`src/rtl/gemm_pkg.sv`:
```
// Shared types and default geometry for the GEMM result drain.
package gemm_pkg;

    localparam int unsigned DEFAULT_DATA_WIDTH    = 64;
    localparam int unsigned DEFAULT_MATRIX_WIDTH  = 4;
    localparam int unsigned DEFAULT_MATRIX_HEIGHT = 4;

    typedef enum logic [0:0] {
        IDLE   = 1'b0,
        STREAM = 1'b1
    } drain_state_t;

    // Index width for a dimension of n entries, never narrower than one bit.
    function automatic int unsigned idx_width(input int unsigned n);
        return (n > 1) ? $clog2(n) : 1;
    endfunction

endpackage

```
`src/rtl/gemm_result_drain.sv`:
```
// Captures a finished GEMM result matrix and streams it out row-major over a
// valid/ready handshake, one element per accepted transfer.
module gemm_result_drain
    import gemm_pkg::*;
#(
    parameter int unsigned DATA_WIDTH    = DEFAULT_DATA_WIDTH,
    parameter int unsigned MATRIX_WIDTH  = DEFAULT_MATRIX_WIDTH,
    parameter int unsigned MATRIX_HEIGHT = DEFAULT_MATRIX_HEIGHT
) (
    input  logic                                                       iclk,
    input  logic                                                       irst,
    input  logic                                                       idone,
    input  logic [MATRIX_HEIGHT-1:0][MATRIX_WIDTH-1:0][DATA_WIDTH-1:0] iresult_matrix,
    input  logic                                                       iready,
    output logic                                                       ovalid,
    output logic [DATA_WIDTH-1:0]                                      odata,
    output logic [idx_width(MATRIX_HEIGHT)-1:0]                        orow,
    output logic [idx_width(MATRIX_WIDTH)-1:0]                         ocol,
    output logic                                                       olast,
    output logic                                                       obusy,
    output logic                                                       ooverrun
);

    localparam int unsigned RW = idx_width(MATRIX_HEIGHT);
    localparam int unsigned CW = idx_width(MATRIX_WIDTH);
    localparam logic [RW-1:0] ROW_LAST = RW'(MATRIX_HEIGHT - 1);
    localparam logic [CW-1:0] COL_LAST = CW'(MATRIX_WIDTH - 1);

    drain_state_t r_state;
    drain_state_t w_state_d;
    logic [RW-1:0] r_row;
    logic [RW-1:0] w_row_d;
    logic [CW-1:0] r_col;
    logic [CW-1:0] w_col_d;
    logic          r_idone_q;
    logic          r_overrun;
    logic          w_overrun_d;
    logic          w_capture;
    logic          w_fire;
    logic          w_at_last;
    logic          w_load;
    logic [MATRIX_HEIGHT-1:0][MATRIX_WIDTH-1:0][DATA_WIDTH-1:0] r_buf;

    assign w_capture = idone & ~r_idone_q;
    assign w_fire    = (r_state == STREAM) & iready;
    assign w_at_last = (r_row == ROW_LAST) && (r_col == COL_LAST);

    always_comb begin
        w_state_d   = r_state;
        w_row_d     = r_row;
        w_col_d     = r_col;
        w_overrun_d = r_overrun;
        w_load      = 1'b0;
        unique case (r_state)
            IDLE: begin
                if (w_capture) begin
                    w_load    = 1'b1;
                    w_row_d   = '0;
                    w_col_d   = '0;
                    w_state_d = STREAM;
                end
            end
            STREAM: begin
                if (w_fire && w_at_last) begin
                    // A new result arriving exactly as the old one finishes is chained.
                    w_row_d = '0;
                    w_col_d = '0;
                    if (w_capture) begin
                        w_load = 1'b1;
                    end else begin
                        w_state_d = IDLE;
                    end
                end else begin
                    if (w_capture) begin
                        w_overrun_d = 1'b1;
                    end
                    if (w_fire) begin
                        if (r_col == COL_LAST) begin
                            w_col_d = '0;
                            w_row_d = r_row + RW'(1);
                        end else begin
                            w_col_d = r_col + CW'(1);
                        end
                    end
                end
            end
            default: begin
                w_state_d = IDLE;
            end
        endcase
    end

    always_ff @(posedge iclk) begin
        if (irst) begin
            r_state   <= IDLE;
            r_row     <= '0;
            r_col     <= '0;
            r_idone_q <= 1'b0;
            r_overrun <= 1'b0;
        end else begin
            r_state   <= w_state_d;
            r_row     <= w_row_d;
            r_col     <= w_col_d;
            r_idone_q <= idone;
            r_overrun <= w_overrun_d;
        end
    end

    // Buffer is never cleared; it is only read while streaming.
    always_ff @(posedge iclk) begin
        if (w_load && !irst) begin
            r_buf <= iresult_matrix;
        end
    end

    assign ovalid   = (r_state == STREAM);
    assign obusy    = (r_state == STREAM);
    assign odata    = ovalid ? r_buf[r_row][r_col] : '0;
    assign orow     = r_row;
    assign ocol     = r_col;
    assign olast    = ovalid & w_at_last;
    assign ooverrun = r_overrun;

endmodule

```
`config.mk`:
```
export PLATFORM = sky130hd
export DESIGN_NAME = gemm_result_drain
export DESIGN_NICKNAME = d
export VERILOG_FILES = /design/src/rtl/gemm_pkg.sv /design/src/rtl/gemm_result_drain.sv
export SDC_FILE = /design/constraint.sdc
export NUM_CORES = 1
export LEC_CHECK = 0
export CAP_MARGIN = 20
export CORE_AREA = 2 2 426 428
export DETAILED_ROUTE_END_ITERATION = 6
export DIE_AREA = 0 0 428 430
export GPL_TIMING_DRIVEN = 0
export SYNTH_ARGS = -nofsm -noshare
export SYNTH_HDL_FRONTEND = slang
export SYNTH_SLANG_ARGS = --single-unit
```
`constraint.sdc`:
```
create_clock -name iclk -period 147 [get_ports iclk]
set_input_delay 14.7 -clock iclk [delete_from_list [all_inputs] [get_ports iclk]]
set_output_delay 14.7 -clock iclk [all_outputs]
set_load 0.05 [all_outputs]
```
# After elaboration in Yosys (flattened, before gate mapping)

Cells that the tools add are included.

Flip-flop bits (word level): 1031
Input port bits: 1028
Output and inout port bits: 72
Word-level logic and storage cells: 62

Add/subtract/negate cells: 2
Order comparisons: 2
Equal/unequal tests: 5
Muxes and demuxes: 19
Bitwise operators: 6
Reduce and logical (&&, ||, !) cells: 7

Operators with widths:

| kind                                                                    | number |
|---|---|
| 256-bit binary-select mux with 2-bit select                             | 1 |
| 256-bit 2-to-1 mux                                                      | 1 |
| 64-bit binary-select mux with 2-bit select                              | 1 |
| 64-bit 2-to-1 mux                                                       | 2 |
| 2-bit 2-to-1 mux                                                        | 7 |
| 2-bit case mux with 2 select lines                                      | 2 |
| 2-bit by 3-bit < comparator with 1-bit output, second input constant    | 2 |
| 3-bit by 1-bit inequality test with 1-bit output, second input constant | 2 |
| 3-bit AND reduction                                                     | 2 |
| 2-bit by 1-bit adder with 2-bit output, second input constant           | 2 |
| 2-bit == test, second input constant                                    | 2 |
| 1-bit case mux with 2 select lines                                      | 2 |
| 1-bit AND                                                               | 3 |
| 1-bit logical AND                                                       | 3 |
| 1-bit 2-to-1 mux                                                        | 3 |
| 1-bit NOT                                                               | 3 |
| 2-bit inequality test, second input constant                            | 1 |
| 2-bit AND reduction                                                     | 1 |
| 1-bit zero test                                                         | 1 |

# Depth between registers and ports, before layout

Depth after elaboration: 6
Mapped depth: 8

# Worst setup path before layout

Ideal clock, no wire load.

Kind: input to register
Start: in iready
End: reg r_buf[0] (netlist bit) (enable)
Library setup time: 3.668 ns
Data arrival time: 84.261 ns
Path slack: 59.071 ns
Stages: 3
Path buffers: 0
Cells stage by stage: and3_1 > a21boi_0 > nor3_1

Longest elaborated chain between the ends: 5

Ends and longest elaborated chain:

| item                               | RTL line                 | text |
|---|---|---|
| from (decl)                        | gemm_result_drain.sv:14  | `input logic iready,` |
| 1-bit AND                          | gemm_result_drain.sv:45  | `assign w_fire = (r_state == STREAM) & iready;` |
| 1-bit logical AND                  | gemm_result_drain.sv:64  | `if (w_fire && w_at_last) begin` |
| 1-bit 2-to-1 mux                   | gemm_result_drain.sv:64  |  |
| 1-bit case mux with 2 select lines | gemm_result_drain.sv:54  | `unique case (r_state)` |
| 1-bit logical AND                  | gemm_result_drain.sv:111 | `if (w_load && !irst) begin` |
| to (signal assigned)               | gemm_result_drain.sv:112 | `r_buf <= iresult_matrix;` |
| to (decl)                          | gemm_result_drain.sv:42  | `logic [MATRIX_HEIGHT-1:0][MATRIX_WIDTH-1:0][DATA_WIDTH-1:0] r_buf;` |

Every way passes these cells.
A chain may end at the register's enable or synchronous reset.

# Final worst setup path

Start: reg r_state (netlist: obusy)
End: out odata[45]

Longest elaborated chain between the ends: 1

Ends and longest elaborated chain:

| item                   | RTL line                 | text |
|---|---|---|
| from (decl)            | gemm_result_drain.sv:29  | `drain_state_t r_state;` |
| from (signal assigned) | gemm_result_drain.sv:101 | `r_state <= w_state_d;` |
| 64-bit 2-to-1 mux      | gemm_result_drain.sv:118 | `assign odata = ovalid ? r_buf[r_row][r_col] : '0;` |
| to (decl)              | gemm_result_drain.sv:16  | `output logic [DATA_WIDTH-1:0] odata,` |

Every way passes these cells.

==> impl_metrics.env <==
export IMPL_grt_pass1_wl_um=248100
export IMPL_reg2reg_slack_ns=142.44
export IMPL_area_growth_pct=47.42
export IMPL_switching_share=0.2324
export IMPL_final_antenna_net_count=0
export IMPL_finalCritPeriodShare=0.1319
export IMPL_clockBufferDepth=3
export IMPL_ys_seq_elements=1031
export IMPL_start_kind="flop"
export IMPL_min_path_type="flop to flop"
export IMPL_ir_drop_uv=10.65
export IMPL_synth_area_um2=39890
export IMPL_reg2reg_depth=16
export IMPL_die_width_um=428
export IMPL_final_layout_size_suffix_gt1_frac=0.1106
export IMPL_intPower_uw=527.1
export IMPL_post_cts_buffers=0
export IMPL_endpoint_kind="primary output"
export IMPL_drt_pass1_iter_count=5
export IMPL_grt_total_usage=0.2051
export IMPL_path_clk_slew_ns=0.06
export IMPL_arrival_ns=4.69
export IMPL_grt_pass1_vias=26700
export IMPL_place_gp_congestion=0.9694
export IMPL_layout_nets=4438
export IMPL_wl_per_cell_um=33.07
export IMPL_synth_distinct_cells=32
export IMPL_tightest_slew_ns=1.321
export IMPL_p_leak_uw=0.01849
export IMPL_num_vias=26560
export IMPL_seq_area_frac_synth=0.7744
export IMPL_drt_iter0_markers=3043
export IMPL_finalSetupViolCount=0
export IMPL_fp_coreArea_um2=179800
export IMPL_crit_fanout=10
export IMPL_grt_overflow=0
export IMPL_drt_total_wl_um=195800
export IMPL_postCtsHoldBufs=0
export IMPL_cts_tree="built"
export IMPL_p_sw_uw=159.6
export IMPL_avgSynthCellArea_um2=19.08
export IMPL_antenna_found_initial=110
export IMPL_power_frac_clock=0.417
export IMPL_dp_hpwl_um=157100
export IMPL_port_buffers=1098
export IMPL_power_total_uw=686.7
export IMPL_initial_core_util=0.2219
export IMPL_period_minus_slack_ns=19.39
export IMPL_slew_viol_final=0
export IMPL_outcome="finished, final reports clean"
export IMPL_htreeDepth=3
export IMPL_slew_headroom=0.1192
export IMPL_synth_nets=3121
export IMPL_power_density_nw_per_um2=11.68
export IMPL_syn_inst=2091
export IMPL_numCtsBuffers=117
export IMPL_rsz0062_at_grt="no"
export IMPL_rows=156
export IMPL_clock_latency_ns=0.79
export IMPL_drv_cap=0
export IMPL_cts_root_buf="clkbuf_16"
export IMPL_power_frac_comb=0.087
export IMPL_max_freq_mhz=51.57
export IMPL_worstPathRequired_ns=132.30
export IMPL_die_y_um=430
export IMPL_layout_common_cells="clkdlybuf4s50_1 (1098), edfxtp_1 (1024), mux2i_1 (452)"
export IMPL_endpoint="odata[45]"
export IMPL_synth_yosys_warnings=0
export IMPL_vias_per_cell=4.486
export IMPL_rr_startpoint="obusy"
export IMPL_hold_violations=0
export IMPL_p_seq_frac=0.496
export IMPL_post_route_util=0.3271
export IMPL_cts_repair_resized=0
export IMPL_clock_sinks=1031
export IMPL_mostFrequentLayoutCell="clkdlybuf4s50_1"
export IMPL_io_pins=1100
export IMPL_finalSetupTns_ns=0
export IMPL_worstSetupPathType="flop to primary output"
export IMPL_startpoint="obusy"
export IMPL_dieArea_um2=184000
export IMPL_skew_ns=0.03850
export IMPL_r2r_end="r_buf[565]"
export IMPL_grt_max_degree=18
export IMPL_drc=0
## sequential cells by signal, summed over array words and instances (netlist names)
name       count
r_buf       1024
ooverrun       1
orow           2
obusy          1
ocol           2
r_idone_q      1
## cell type report
class,instances,area [um^2]
Inverter,2,7.507
Clock inverter,65,586.8
Buffer,127,857.1
Sequential cell,1031,30890
Tap cell,2370,2965
Clock buffer,146,3058
Antenna cell,51,127.6
Fill cell,17460,121000
Timing Repair Buffer,1198,12170
Multi-Input combinational cell,931,8142
## worst max-delay path, stage by stage, from the launching register on
cell             delay (ns)
dfxtp_1                0.43
buf_2                  0.24
nand2b_1               0.07
buf_2                  0.29
clkbuf_1               0.55
a221oi_1               0.88
o21ai_1                0.41
o21ai_0                0.17
clkdlybuf4s50_1        0.86
## worst min path at each step
stage	start	end	slack [ns]	cells past startpoint
detailed placement	ooverrun	ooverrun	0.46	2
global route	ooverrun	ooverrun	0.53	2
floorplan	r_idone_q	obusy	0.52	3
global placement	ooverrun	ooverrun	0.47	2
finish	ooverrun	ooverrun	0.50	2
CTS	ooverrun	ooverrun	0.49	2
## power by group through the flow
stage	clock network (uW)	registers [uW]	logic, uW
after floorplan	0	375	15.8
after global placement	0	391	55.4
after detailed placement	0	346	59.8
after CTS	292	340	60.0
after global routing	302	341	63.0
final	286	341	60.0
## metal layers
| layer | GRT usage | vias to the layer above | part of all wire |
|---|---|---|---|
| met5 | 0 | - | 0.0020 |
| met4 | 0.09493 | 64 | 0.037 |
| met3 | 0.07760 | 351 | 0.11 |
| met2 | 0.3245 | 1503 | 0.47 |
| met1 | 0.2467 | 13440 | 0.38 |
| li1 | - | 11210 | - |
## synthesized netlist by cell type
master,instances,share of area
edfxtp_1,1024,0.77
mux2i_1,452,0.11
a22oi_1,197,0.037
nand2_1,100,0.0094
clkbuf_1,43,0.0040
o21ai_0,42,0.0053
a221oi_1,30,0.0066
mux4_2,30,0.017
buf_6,26,0.0073
buf_4,22,0.0041
o22ai_2,22,0.0069
buf_2,21,0.0026
o21ai_1,18,0.0023
o22ai_1,12,0.0019
nor2_1,10,0.00094
dfxtp_1,7,0.0035
buf_1,6,0.00056
buf_8,4,0.0015
clkbuf_4,4,0.00075
a32oi_1,3,0.00066
nor2b_1,3,0.00047
a21oi_1,2,0.00025
and3_1,2,0.00031
ha_1,2,0.00063
inv_1,2,0.00019
a21boi_0,1,0.00019
a31oi_1,1,0.00016
and2_1,1,0.00016
buf_12,1,0.00050
nand2b_1,1,0.00016
nor3_1,1,0.00013
nor3b_1,1,0.00019
## stage by stage
stage | area [um^2] | instances | hold slack [ns] | worst slack, ns
CTS | 58670 | 5869 | 0.4911 | 127.23
global placement | 53850 | 5559 | 0.4666 | 26.96
detailed placement | 55020 | 5658 | 0.4581 | 127.92
global route | 58780 | 5909 | 0.5254 | 127.22
floorplan | 39890 | 2091 | 0.5195 | 59.07
finish | 58810 | 5921 | 0.5045 | 127.61
## logic make-up (layout without fill, tap and decap cells)
kind of cell	Yosys count	after routing	synth area share
buffers and inverters	129	1538	0.02167
and+or+nand+nor	119	119	0.01176
AOI/OAI and AO/OA	328	328	0.06123
DFF	1031	1031	0.7744
other	0	51	0
adders and majority gates	2	2	0.0006272
muxes	482	482	0.1304
Power figures use the tool's default switching activity.
